===== config.mk =====
export PLATFORM = sky130hd
export DESIGN_NAME = mem_ctrl_nport
export DESIGN_NICKNAME = d
export VERILOG_FILES = /design/src/rtl/mem_ctrl_pkg.sv /design/src/rtl/mem_ctrl_nport_queue.sv /design/src/rtl/mem_ctrl_nport.sv
export SDC_FILE = /design/constraint.sdc
export NUM_CORES = 1
export LEC_CHECK = 0
export ABC_AREA = 1
export CAP_MARGIN = 25
export CORE_MARGIN = 4
export CORE_UTILIZATION = 33
export CTS_CLUSTER_SIZE = 12
export DETAILED_ROUTE_END_ITERATION = 6
export PLACE_DENSITY = 0.67
export REMOVE_ABC_BUFFERS = 1
export SLEW_MARGIN = 15
export SYNTH_ARGS = -nofsm -noshare
export SYNTH_HDL_FRONTEND = slang
export SYNTH_SLANG_ARGS = --single-unit

===== constraint.sdc =====
create_clock -name clk -period 3.41 [get_ports clk]
set_clock_uncertainty 0.15 [all_clocks]
set_input_delay 0.682 -clock clk [delete_from_list [all_inputs] [get_ports clk]]
set_output_delay 0.682 -clock clk [all_outputs]
set_load 0.02 [all_outputs]

===== src/rtl/mem_ctrl_pkg.sv =====
// mem_ctrl_pkg: shared types for the N-port main_mem request controller.
//   req_type_t            read / write request kind
//   block_data_t          one main_mem data block
//   main_mem_block_addr_t block-granular main_mem address
//   port_id_t             requester port index, sized for MAX_MEM_PORTS
//   mem_req_entry_t       one queued request {type, addr, data}
package mem_ctrl_pkg;

  typedef enum logic {
    REQ_READ  = 1'b0,
    REQ_WRITE = 1'b1
  } req_type_t;

  typedef logic [31:0] block_data_t;
  typedef logic [15:0] main_mem_block_addr_t;

  // Upper bound on N_PORTS; fixes the port-id width seen by main_mem so the
  // response channel does not change shape when ports are added.
  localparam int MAX_MEM_PORTS = 8;
  localparam int PORT_ID_W     = (MAX_MEM_PORTS > 2) ? $clog2(MAX_MEM_PORTS) : 1;

  typedef logic [PORT_ID_W-1:0] port_id_t;

  typedef struct packed {
    req_type_t            req_type;
    main_mem_block_addr_t block_addr;
    block_data_t          block_data;
  } mem_req_entry_t;

endpackage


===== src/rtl/mem_ctrl_nport_queue.sv =====
// mem_req_queue: per-port request FIFO of mem_req_entry_t.
//   clk, rst_aH         clock, asynchronous active-high reset (flushes)
//   enq_i, enq_data_i   push; caller only pushes when !full_o
//   deq_i               pop;  caller only pops when !empty_o
//   head_o              oldest entry (valid when !empty_o)
//   full_o, empty_o     occupancy flags
module mem_req_queue
  import mem_ctrl_pkg::*;
#(
  parameter int DEPTH = 2
) (
  input  logic           clk,
  input  logic           rst_aH,
  input  logic           enq_i,
  input  mem_req_entry_t enq_data_i,
  input  logic           deq_i,
  output mem_req_entry_t head_o,
  output logic           full_o,
  output logic           empty_o
);

  localparam int PTR_W = (DEPTH > 1) ? $clog2(DEPTH) : 1;
  localparam int CNT_W = $clog2(DEPTH + 1);

  mem_req_entry_t   mem_q [DEPTH];
  logic [PTR_W-1:0] rd_ptr_q, rd_ptr_d;
  logic [PTR_W-1:0] wr_ptr_q, wr_ptr_d;
  logic [CNT_W-1:0] cnt_q, cnt_d;

  function automatic logic [PTR_W-1:0] ptr_inc(input logic [PTR_W-1:0] p);
    return (p == PTR_W'(DEPTH - 1)) ? '0 : p + 1'b1;
  endfunction

  assign full_o  = (cnt_q == CNT_W'(DEPTH));
  assign empty_o = (cnt_q == '0);
  assign head_o  = mem_q[rd_ptr_q];

  always_comb begin
    rd_ptr_d = rd_ptr_q;
    wr_ptr_d = wr_ptr_q;
    cnt_d    = cnt_q;
    if (enq_i) wr_ptr_d = ptr_inc(wr_ptr_q);
    if (deq_i) rd_ptr_d = ptr_inc(rd_ptr_q);
    case ({enq_i, deq_i})
      2'b10:   cnt_d = cnt_q + 1'b1;
      2'b01:   cnt_d = cnt_q - 1'b1;
      default: cnt_d = cnt_q;
    endcase
  end

  always_ff @(posedge clk or posedge rst_aH) begin
    if (rst_aH) begin
      rd_ptr_q <= '0;
      wr_ptr_q <= '0;
      cnt_q    <= '0;
    end else begin
      rd_ptr_q <= rd_ptr_d;
      wr_ptr_q <= wr_ptr_d;
      cnt_q    <= cnt_d;
    end
  end

  // Payload storage needs no reset; occupancy is tracked by cnt_q.
  always_ff @(posedge clk) begin
    if (enq_i) mem_q[wr_ptr_q] <= enq_data_i;
  end

endmodule


===== src/rtl/mem_ctrl_nport.sv =====
// mem_ctrl_nport: arbitrates N_PORTS queued requesters onto the single
// main_mem request channel and routes read responses back by port id.
//   clk, rst_aH                 clock, asynchronous active-high reset
//   port_req_*                  per-port valid/ready request interface
//   port_resp_valid/_block_data per-port read response (pass-through)
//   mem_req_*                   request to main_mem (no backpressure)
//   mem_resp_*                  read response from main_mem
// Build option: define MEM_CTRL_NPORT_FIXED_PRIO_EN for fixed priority
// (lowest eligible port wins); otherwise round-robin arbitration.
module mem_ctrl_nport
  import mem_ctrl_pkg::*;
#(
  parameter int N_PORTS         = 2,
  parameter int QUEUE_DEPTH     = 2,
  parameter int MAX_OUTSTANDING = 4
) (
  input  logic                                clk,
  input  logic                                rst_aH,
  input  logic                 [N_PORTS-1:0]  port_req_valid,
  input  req_type_t            [N_PORTS-1:0]  port_req_type,
  input  main_mem_block_addr_t [N_PORTS-1:0]  port_req_block_addr,
  input  block_data_t          [N_PORTS-1:0]  port_req_block_data,
  output logic                 [N_PORTS-1:0]  port_req_ready,
  output logic                 [N_PORTS-1:0]  port_resp_valid,
  output block_data_t          [N_PORTS-1:0]  port_resp_block_data,
  output logic                                mem_req_valid,
  output port_id_t                            mem_req_port_id,
  output req_type_t                           mem_req_type,
  output main_mem_block_addr_t                mem_req_block_addr,
  output block_data_t                         mem_req_block_data,
  input  logic                                mem_resp_valid,
  input  port_id_t                            mem_resp_port_id,
  input  block_data_t                         mem_resp_block_data
);

  localparam int CNT_W = $clog2(MAX_OUTSTANDING + 1);

  logic           [N_PORTS-1:0] q_full, q_empty, q_enq, q_deq, elig;
  mem_req_entry_t [N_PORTS-1:0] q_in, q_head;

  logic           grant_vld;
  port_id_t       grant_id;
  mem_req_entry_t sel;

  logic [CNT_W-1:0] out_cnt_q, out_cnt_d;
  logic             out_ok, issue_rd, retire;

  assign out_ok         = (out_cnt_q < CNT_W'(MAX_OUTSTANDING));
  assign port_req_ready = ~q_full & {N_PORTS{~rst_aH}};
  assign q_enq          = port_req_valid & port_req_ready;

  for (genvar gi = 0; gi < N_PORTS; gi++) begin : g_port
    assign q_in[gi] = '{req_type:   port_req_type[gi],
                        block_addr: port_req_block_addr[gi],
                        block_data: port_req_block_data[gi]};

    // Writes never produce a response, so they bypass the outstanding limit.
    assign elig[gi] = !q_empty[gi] &&
                      ((q_head[gi].req_type == REQ_WRITE) || out_ok);

    assign port_resp_valid[gi]      = mem_resp_valid && !rst_aH &&
                                      (mem_resp_port_id == port_id_t'(gi));
    assign port_resp_block_data[gi] = mem_resp_block_data;

    mem_req_queue #(.DEPTH(QUEUE_DEPTH)) u_queue (
      .clk       (clk),
      .rst_aH    (rst_aH),
      .enq_i     (q_enq[gi]),
      .enq_data_i(q_in[gi]),
      .deq_i     (q_deq[gi]),
      .head_o    (q_head[gi]),
      .full_o    (q_full[gi]),
      .empty_o   (q_empty[gi])
    );
  end

`ifdef MEM_CTRL_NPORT_FIXED_PRIO_EN
  // Scan downward so the lowest eligible index is the last (winning) write.
  always_comb begin
    grant_vld = 1'b0;
    grant_id  = '0;
    for (int i = N_PORTS - 1; i >= 0; i--) begin
      if (elig[i]) begin
        grant_vld = 1'b1;
        grant_id  = port_id_t'(i);
      end
    end
  end
`else
  port_id_t rr_ptr_q, rr_ptr_d;

  // Search order rr_ptr+1, rr_ptr+2, ... wrapping; first eligible hit wins.
  always_comb begin
    grant_vld = 1'b0;
    grant_id  = '0;
    for (int k = 1; k <= N_PORTS; k++) begin
      for (int i = 0; i < N_PORTS; i++) begin
        if (!grant_vld && elig[i] && (((int'(rr_ptr_q) + k) % N_PORTS) == i)) begin
          grant_vld = 1'b1;
          grant_id  = port_id_t'(i);
        end
      end
    end
    rr_ptr_d = grant_vld ? grant_id : rr_ptr_q;
  end

  always_ff @(posedge clk or posedge rst_aH) begin
    if (rst_aH) rr_ptr_q <= port_id_t'(N_PORTS - 1);
    else        rr_ptr_q <= rr_ptr_d;
  end
`endif

  always_comb begin
    q_deq = '0;
    sel   = '0;
    for (int i = 0; i < N_PORTS; i++) begin
      if (grant_vld && (grant_id == port_id_t'(i))) begin
        q_deq[i] = 1'b1;
        sel      = q_head[i];
      end
    end
  end

  assign mem_req_valid      = grant_vld && !rst_aH;
  assign mem_req_port_id    = grant_id;
  assign mem_req_type       = sel.req_type;
  assign mem_req_block_addr = sel.block_addr;
  assign mem_req_block_data = sel.block_data;

  // A response with nothing outstanding (e.g. in flight across a reset) is
  // not counted, so the counter can never wrap below zero.
  always_comb begin
    issue_rd  = mem_req_valid && (sel.req_type == REQ_READ);
    retire    = mem_resp_valid && (out_cnt_q != '0);
    out_cnt_d = out_cnt_q;
    if (issue_rd && !retire)      out_cnt_d = out_cnt_q + 1'b1;
    else if (!issue_rd && retire) out_cnt_d = out_cnt_q - 1'b1;
  end

  always_ff @(posedge clk or posedge rst_aH) begin
    if (rst_aH) out_cnt_q <= '0;
    else        out_cnt_q <= out_cnt_d;
  end

endmodule


==> results_dict.tcl <==
set metrics [dict create \
    status "finished clean" \
    path_class "flop to primary output" \
    cp_max_fo 26 \
    yosysSeqAreaShare_pct 69.80 \
    syn2layout_area_growth_pct 27.06 \
    postRouteAntennaNets 0 \
    grt_remaining_overflow 0 \
    mostFrequentLayoutCells "451 x nand2_1, 196 x edfxtp_1, 112 x clkdlybuf4s50_1" \
    cp.arrival_ns 2.34 \
    htree_levels 1 \
    switchingPower_uw 3966 \
    use_met3_pct 6.767 \
    grt_pass1_wl_um 33490 \
    hold_path.class "flop to flop" \
    yosys_warnings 0 \
    rr_startpoint "g_port[1].u_queue.rd_ptr_q$_DFFE_PP0N_" \
    yosys.area.top_type "edfxtp_1" \
    slew_viol_final 0 \
    floorplan.initialDensity_pct 33.73 \
    fmax_ghz 0.3152 \
    ff2ff_path_depth 12 \
    p_leak_uw 0.005079 \
    fin_cells 1272 \
    place.gp.congestion 0.7145 \
    cap_violations 0 \
    critPathCaptureType "primary output" \
    slew_headroom_pct 60.13 \
    cpMostUsedCell "inv_2" \
    max-clock-path-buffers 3 \
    fin_crit_ns 3.173 \
    rows 59 \
    dr.pass1.iters 4 \
    top_usage_layer "met2" \
    power_frac_comb_pct 45.7 \
    crit_chain "inv_2 > nand2_1 > nand3_1 > nand2_1 > inv_2 > nand2_2 > inv_2 > buf_12 > clkdlybuf4s50_1" \
    synthCells 813 \
    max_stage_delay_ns 0.63 \
    worstMarginPinSlew_ns 0.5981 \
    ctsResizeCount 6 \
    cts.sinks 208 \
    min_from "rr_ptr_q[0]$_DFFE_PP1P_" \
    cts_made_buffers 23 \
    ys_ff_latch 208 \
    floorplan.die.height_um 171.9 \
    wl_um 22410 \
    antenna_cells 0 \
    synth_area_um2 8865 \
    synth_cell_types 24 \
    io_pins 259 \
    power_density_nw_per_um2 912.6 \
    routedWlPerCell_um 17.62 \
    post_cts.repair.setup_buffers 0 \
    antenna_found_initial 0 \
    port_buffers 160 \
    die-area_um2 29550 \
    hold_violations 0 \
    vias_per_cell 4.473 \
    drive_gt1_share_pct 6.830 \
    holdWs_ns 0.3634 \
    syn_avg_cell_area_um2 10.90 \
    fin_crit_sh_pct 93.05 \
    synth_top_area_share_pct 66.39 \
    cts_tree "done" \
    crit_required_ns 2.58 \
    p_int_uw 6313 \
    clk_root_buffer_cell "clkbuf_16" \
    clkLatencyLatePin_ns 0.50 \
    drt_iter0_markers 287 \
    postCtsHoldBufs 0 \
    vdd_drop_max_v 0.0004846 \
    grt_pass1_vias 5834 \
    drcViolationCount 0 \
    final_net_count 1064 \
    hold_depth 2 \
    ys_top_cells_by_area "edfxtp_1 66%, nand2_1 19%, buf_4 5.8%, dfrtp_1 3.1%, xor2_1 0.59%" \
    fin_total_pwr_uw 10280 \
    clkPwrFrac_pct 21.7 \
    grt_setup_unrepaired "false" \
    dpl_worst_slack_ns 0.3885 \
    die_w_um 171.9 \
    switching_share_pct 38.59 \
    dp_cells 1232 \
    route.vias.total 5690 \
    layout_commonest_cell "nand2_1" \
    setup_ws_ns 0.2372 \
    use_met1_pct 18.26 \
    grt_use_total_pct 14.84 \
    clk_pin_slew_ns 0.06 \
    dp_hpwl_um 14970 \
    start_kind "flop" \
    setup_violations 0 \
    seqPwrFrac_pct 32.6 \
    tns_ns 0 \
    slowest_stage "clkdlybuf4s50_1" \
    grt_max_degree 50 \
    core_area_um2 26280 \
    critPathLaunch "g_port[1].u_queue.rd_ptr_q$_DFFE_PP0N_" \
    met2_usage_pct 23.82 \
]
==> flip-flops by register name, indices dropped and copies added, names as in the netlist <==
name                     cells
g_port.u_queue.mem_q       196
rr_ptr_q                     1
g_port.u_queue.rd_ptr_q      2
g_port.u_queue.cnt_q         4
out_cnt_q                    3
g_port.u_queue.wr_ptr_q      2
==> critical path: cells and delay by family (launching register included) <==
| family | cells | cell delay [ns] |
|---|---|---|
| buffers and inverters | 5 | 1.06 |
| DFF | 1 | 0.44 |
| and+or+nand+nor | 4 | 0.31 |
==> cells in the mapped netlist <==
cell,instances
buf_2,10
mux2_2,1
xnor2_1,4
nand2_1,451
inv_1,12
nor2_1,7
xor2_1,6
inv_2,6
dfstp_2,1
dfrtp_1,11
nand3_1,6
fa_1,1
buf_4,69
buf_6,1
conb_1,1
buf_1,3
nor4_1,2
ha_1,3
o31ai_1,1
nand2_2,1
clkbuf_1,13
a21oi_1,4
edfxtp_1,196
o21ai_0,3
==> routing by layer <==
layer / wire length (um) / part of all wire, %
met5: 80 / 0.36
met4: 328 / 1.5
met3: 2453 / 11
met2: 10320 / 46
met1: 9232 / 41
==> worst paths after layout <==
kind,end,slack [ns]
setup / recovery,mem_req_port_id[0],0.24
hold reg to reg,rr_ptr_q[0]$_DFFE_PP1P_,0.36
setup reg to reg,out_cnt_q[1]$_DFFE_PP0P_,1.15
max in group asynchronous,rr_ptr_q[0]$_DFFE_PP1P_,2.48
min in group asynchronous,out_cnt_q[2]$_DFFE_PP0P_,0.39
hold / removal,rr_ptr_q[0]$_DFFE_PP1P_,0.36
==> power groups by stage <==
stage          registers (uW)  clock network, uW  logic, uW
2_1_floorplan            3490                  0       2520
3_3_place_gp             3390                  0       4800
3_5_place_dp             3400                  0       4840
4_1_cts                  3350               2310       4910
5_1_grt                  3390               2430       5230
6_report                 3350               2230       4690
==> logic make-up (layout without fill, tap and decap cells) <==
logic type               count (synthesis)  after routing  synth area share, %
AO/OA/AOI/OAI                            8              8               0.4799
buffers and inverters                  114            237                7.975
multiplexers                             1              1               0.1270
AND/OR/NAND/NOR                        467            467                19.94
other                                    1              2              0.04230
flip-flops                             208            208                69.80
XOR/XNOR                                10             10               0.9880
adder cells (fa/ha/maj)                  4              4               0.6493
==> stage by stage <==
| stage | area (um^2) | util, % |
|---|---|---|
| 6_report | 11260 | 42.86 |
| 5_1_grt | 11260 | 42.86 |
| 4_1_cts | 11130 | 42.34 |
| 3_5_place_dp | 10440 | 39.71 |
| 3_3_place_gp | 10440 | 39.71 |
| 2_1_floorplan | 8229 | - |
==> layout make-up <==
class | instances | area (um^2)
clock buffer | 29 | 598.1
clock inverter | 11 | 77.57
fill | 2424 | 15020
inverter | 18 | 67.56
multi-input combinational | 492 | 2004
sequential | 208 | 6190
tap | 335 | 419.2
timing repair buffer | 179 | 1907
(Power assumes the default switching activity.)
